File: config.mk
export PLATFORM = sky130hd
export DESIGN_NAME = address_jump
export DESIGN_NICKNAME = d
export VERILOG_FILES = /design/src/rtl/mips_pkg.sv /design/src/rtl/jump_target_calc.sv /design/src/rtl/address_jump.sv
export SDC_FILE = /design/constraint.sdc
export NUM_CORES = 1
export LEC_CHECK = 0
export ABC_AREA = 0
export BUFFER_PORTS_ARGS = -buffer_cell sky130_fd_sc_hd__buf_2
export CORE_AREA = 10 10 65 94
export CTS_CLUSTER_SIZE = 16
export DETAILED_ROUTE_END_ITERATION = 16
export DIE_AREA = 0 0 75 104
export PLACE_DENSITY = 0.82
export SYNTH_ARGS = -nofsm -noshare
export SYNTH_HDL_FRONTEND = slang
export SYNTH_HIERARCHICAL = 1
export SYNTH_SLANG_ARGS = --single-unit
File: constraint.sdc
create_clock -name clk -period 0.9 [get_ports clk]
set_input_delay 0.18 -clock clk [delete_from_list [all_inputs] [get_ports clk]]
set_output_delay 0.18 -clock clk [all_outputs]
set_load 0.01 [all_outputs]
File: src/rtl/mips_pkg.sv
// Shared MIPS32 instruction-field definitions for the fetch/next-PC path.
package mips_pkg;

    // J-type opcodes
    localparam logic [5:0] OP_J   = 6'h02;
    localparam logic [5:0] OP_JAL = 6'h03;

    // J-type field slices
    localparam int unsigned OPC_MSB = 31;
    localparam int unsigned OPC_LSB = 26;
    localparam int unsigned TGT_MSB = 25;
    localparam int unsigned TGT_LSB = 0;

    // Opcode field of an instruction word
    function automatic logic [5:0] opcode_of(input logic [31:0] inst);
        return inst[OPC_MSB:OPC_LSB];
    endfunction

endpackage

File: src/rtl/jump_target_calc.sv
// Combinational J-type target formation and J/JAL opcode decode.
module jump_target_calc
    import mips_pkg::*;
(
    input  logic [3:0]  pc_hi,
    input  logic [31:0] inst,
    output logic [31:0] target,
    output logic        is_jump,
    output logic        is_link
);

    logic [5:0] opc;

    // Target is pure wiring: PC region bits, word index, word-aligned low bits
    always_comb begin
        opc     = opcode_of(inst);
        target  = {pc_hi, inst[TGT_MSB:TGT_LSB], 2'b00};
        is_jump = (opc == OP_J) || (opc == OP_JAL);
        is_link = (opc == OP_JAL);
    end

endmodule

File: src/rtl/address_jump.sv
// MIPS32 jump-target generator: same-cycle target for the next-PC mux plus an
// optional registered copy with valid flag for pipelined consumers.
module address_jump
    import mips_pkg::*;
#(
    parameter int unsigned XLEN    = 32,
    parameter bit          REG_OUT = 1'b1
) (
    input  logic            clk,
    input  logic            rst_n,
    input  logic [XLEN-1:0] pc,
    input  logic [XLEN-1:0] inst,
    input  logic            in_valid,
    output logic [XLEN-1:0] o,
    output logic            is_jump,
    output logic            is_link,
    output logic [XLEN-1:0] o_q,
    output logic            o_valid,
    output logic            o_is_jump_q
);

    // Only the PC region bits contribute to the target
    logic unused_pc_lo;
    assign unused_pc_lo = ^pc[XLEN-5:0];

    jump_target_calc u_calc (
        .pc_hi   (pc[XLEN-1:XLEN-4]),
        .inst    (inst),
        .target  (o),
        .is_jump (is_jump),
        .is_link (is_link)
    );

    generate
        if (REG_OUT) begin : g_reg
            // Valid tracks every cycle; payload loads only on valid input and holds otherwise
            always_ff @(posedge clk or negedge rst_n) begin
                if (!rst_n) begin
                    o_q         <= '0;
                    o_valid     <= 1'b0;
                    o_is_jump_q <= 1'b0;
                end else begin
                    o_valid <= in_valid;
                    if (in_valid) begin
                        o_q         <= o;
                        o_is_jump_q <= is_jump;
                    end
                end
            end
        end else begin : g_noreg
            logic unused_clk_rst;
            assign unused_clk_rst = clk ^ rst_n ^ in_valid;
            assign o_q         = '0;
            assign o_valid     = 1'b0;
            assign o_is_jump_q = 1'b0;
        end
    endgenerate

endmodule

==> qor.yml <==
critical_path:
  crit_fanout: 2
  critPathArrivalTime_ns: 0.87
  r2r_slack_ns: -0.01
  cp_data_required_time_ns: 0.72
  crit_path_start_kind: "input port"
  setup.worst_path.start: "inst[30]"
  slowest_delay_ns: 0.28
  worstSetupPathType: "in -> out"
  cp-end-kind: "output port"
  crit_chain: "buf_6 -> nor4_4 -> and3_1 -> buf_2"
  critical_path.slowest_cell: "nor4_4"
  r2r_end: "o_q[0]$_DFFE_PN0P_"
  worstReg2RegStart: "o_q[0]$_DFFE_PN0P_"
  crit_path_end: "is_link"
  rr_worst_depth: 2
layout:
  layout.nets: 281
  final_area_um2: 2520
  num_antenna_cells: 0
  finalNonFillerCells: 263
  fin_util_pct: 56.5
  area_delta_synth_final_pct: 50.4
  layout-drive-gt1-share_pct: 82.3
global_route:
  grt_max_degree: 35
  grt_antenna_before_repair: 0
  grt_first_pass_wirelength_um: 7020
  grt_pass1_vias: 1380
  track_usage_pct: 11.7
  grt_overflow: 0
sta:
  period_share_pct: 117
  hold_viol_final: 0
  finalWorstSetupSlack_ns: -0.151
  rsz0062_at_grt: "true"
  finClkSkew_ns: 0
  finalMaxSlewViolations: 0
  max_freq_mhz: 951
  period_minus_slack_ns: 1.05
  setup_viol: 39
detailed_routing:
  route.detailed.drc: 0
  wirelength_um: 4530
  avgRoutedWirePerCell_um: 17.2
  drtIter0Drc: 33
  via_per_inst: 4.37
  ant_nets: 0
  drtPass1Iterations: 3
  vias: 1150
pwr:
  swShare_pct: 22.8
  p_int_mw: 3.54
  leakage_nw: 1.38
  power_frac_comb_pct: 24.1
  p_sw_mw: 1.04
  seqPwrFrac_pct: 38.6
  p_clk_share_pct: 37.3
  power.total_mw: 4.59
  vdd_drop_max_mv: 0.994
  power_density_nw_per_um2: 1820
die:
  fp.dieH_um: 104
  die_w_um: 75
  start_util_pct: 37.5
  dieArea_um2: 7800
  core_area_um2: 4470
  num_rows: 30
  num_io_pins: 135
synthesis:
  synthFlopType: "dfrtp_1"
  synth.area.top_cells: "dfrtp_1 51%, mux2_4 27%, buf_4 14%"
  ys_seq_area_share_pct: 50.7
  syn_inst: 107
  synth_edf_count: 0
  synth.most_common_cell: "dfrtp_1"
  ys_seq_elements: 34
  async_reset_ff_share_pct: 100
  synth_top_cell_area_share_pct: 50.7
  synth.largest_area_cell: "dfrtp_1"
  yosysWarnings: 6
  ys_types: 10
  synth_area_per_cell_um2: 15.7
  syn_area_um2: 1680
  ys_top_cells_by_count: "34 x dfrtp_1, 32 x buf_4, 30 x mux2_4"
run_status:
  violations: "negative setup slack"
  status: "complete, but fails checks"
clock_tree:
  cts_buffer_depth: 2
  cts_sinks: 34
  clock_latency_ns: 0.28
  clk_pin_slew_ns: 0.07
  cts_tree: "done"
  cts_root_buffer: "clkbuf_8"
  htreeDepth: 2
  cts-buffers-inserted: 5
place:
  gp_congestion: 0.705
  placed_area_um2: 2030
  port_buffers: 104
  pre_cts_slack_ns: -0.162
  place_inst: 228
  hpwlAfterDp_um: 3300
job:
  maxCapViolCount: 0
hold_path:
  hold_class: "in -> reg"
## stage by stage
| stage | hold slack (ns) | setup TNS (ns) |
|---|---|---|
| 3_3_place_gp | 0.149 | -1.98 |
| 4_1_cts | 0.125 | -3.34 |
| 2_1_floorplan | -0.116 | 0 |
| 5_1_grt | 0.131 | -4.73 |
| 6_report | 0.139 | -3.04 |
| 3_5_place_dp | 0.149 | -2.75 |
## layout make-up
cell class / count / area, um^2
Clock inverter: 2 / 60.1
Clock buffer: 6 / 82.6
Tap cell: 48 / 60.1
Timing Repair Buffer: 135 / 941
Fill cell: 375 / 1940
Sequential cell: 34 / 851
Multi-Input combinational cell: 38 / 528
## kinds of logic after synthesis
kind of cell | after synthesis | share of synthesized area, %
flip-flops | 34 | 50.7
AND/OR/NAND/NOR | 3 | 1.57
buffers and inverters | 36 | 18.6
other | 1 | 0.224
multiplexers | 33 | 28.9
## timing repair
| action | CTS | global route |
|---|---|---|
| hold buffers | 1 | 0 |
| gates resized for setup | 8 | 20 |
| setup endpoints to repair | 36 | 48 |
| pin swaps | 2 | 2 |
| endpoints found under the hold margin | 34 | 0 |
| buffers inserted | 20 | 6 |
## sequential cells by signal, summed over array words and instances (netlist names)
name         count
o_q             32
o_valid          1
o_is_jump_q      1
## cell usage in the layout, fill, tap and decap left out
cell and instances:
bufinv_16 2, buf_4 15, and3_1 1, mux2_4 30, mux2_2 3, buf_6 26
conb_1 2, buf_12 4, clkbuf_8 6, buf_2 89, dlygate4sd3_1 1, dfrtp_1 34
nor4_4 1, and2_4 1
## critical path, delay by kind of cell
kind | cells | cell delay (ns)
simple gates | 2 | 0.47
buf+inv | 2 | 0.23
## worst min path at each step
| stage | slack (ns) | cells past startpoint | from | end |
|---|---|---|---|---|
| 2_1_floorplan | -0.12 | 0 | rst_n | o_is_jump_q$_DFFE_PN0P_ |
| 3_3_place_gp | 0.15 | 2 | rst_n | o_q[18]$_DFFE_PN0P_ |
| 3_5_place_dp | 0.15 | 2 | rst_n | o_q[18]$_DFFE_PN0P_ |
| 4_1_cts | 0.12 | 2 | inst[0] | o_q[2]$_DFFE_PN0P_ |
| 5_1_grt | 0.13 | 2 | inst[0] | o_q[2]$_DFFE_PN0P_ |
| 6_report | 0.14 | 2 | inst[0] | o_q[2]$_DFFE_PN0P_ |
## power by group through the flow
stage	Clock, mW	Combinational, mW	Sequential, mW
after floorplan	0	0.462	1.85
after global placement	0	0.816	1.77
after detailed placement	0	0.833	1.78
after CTS	1.77	1.01	1.75
after global routing	1.83	1.18	1.79
final	1.71	1.11	1.77
## layer usage
layer	wire length (um)	vias up	share of wire, %	GRT usage (%)
li1	-	535	-	-
met2	2650	54	58	21.2
met3	405	6	8.9	5.25
met5	0	-	0	0
met1	1430	555	32	10.9
met4	48	0	1.1	3.67
Power figures use the tool's default switching activity.
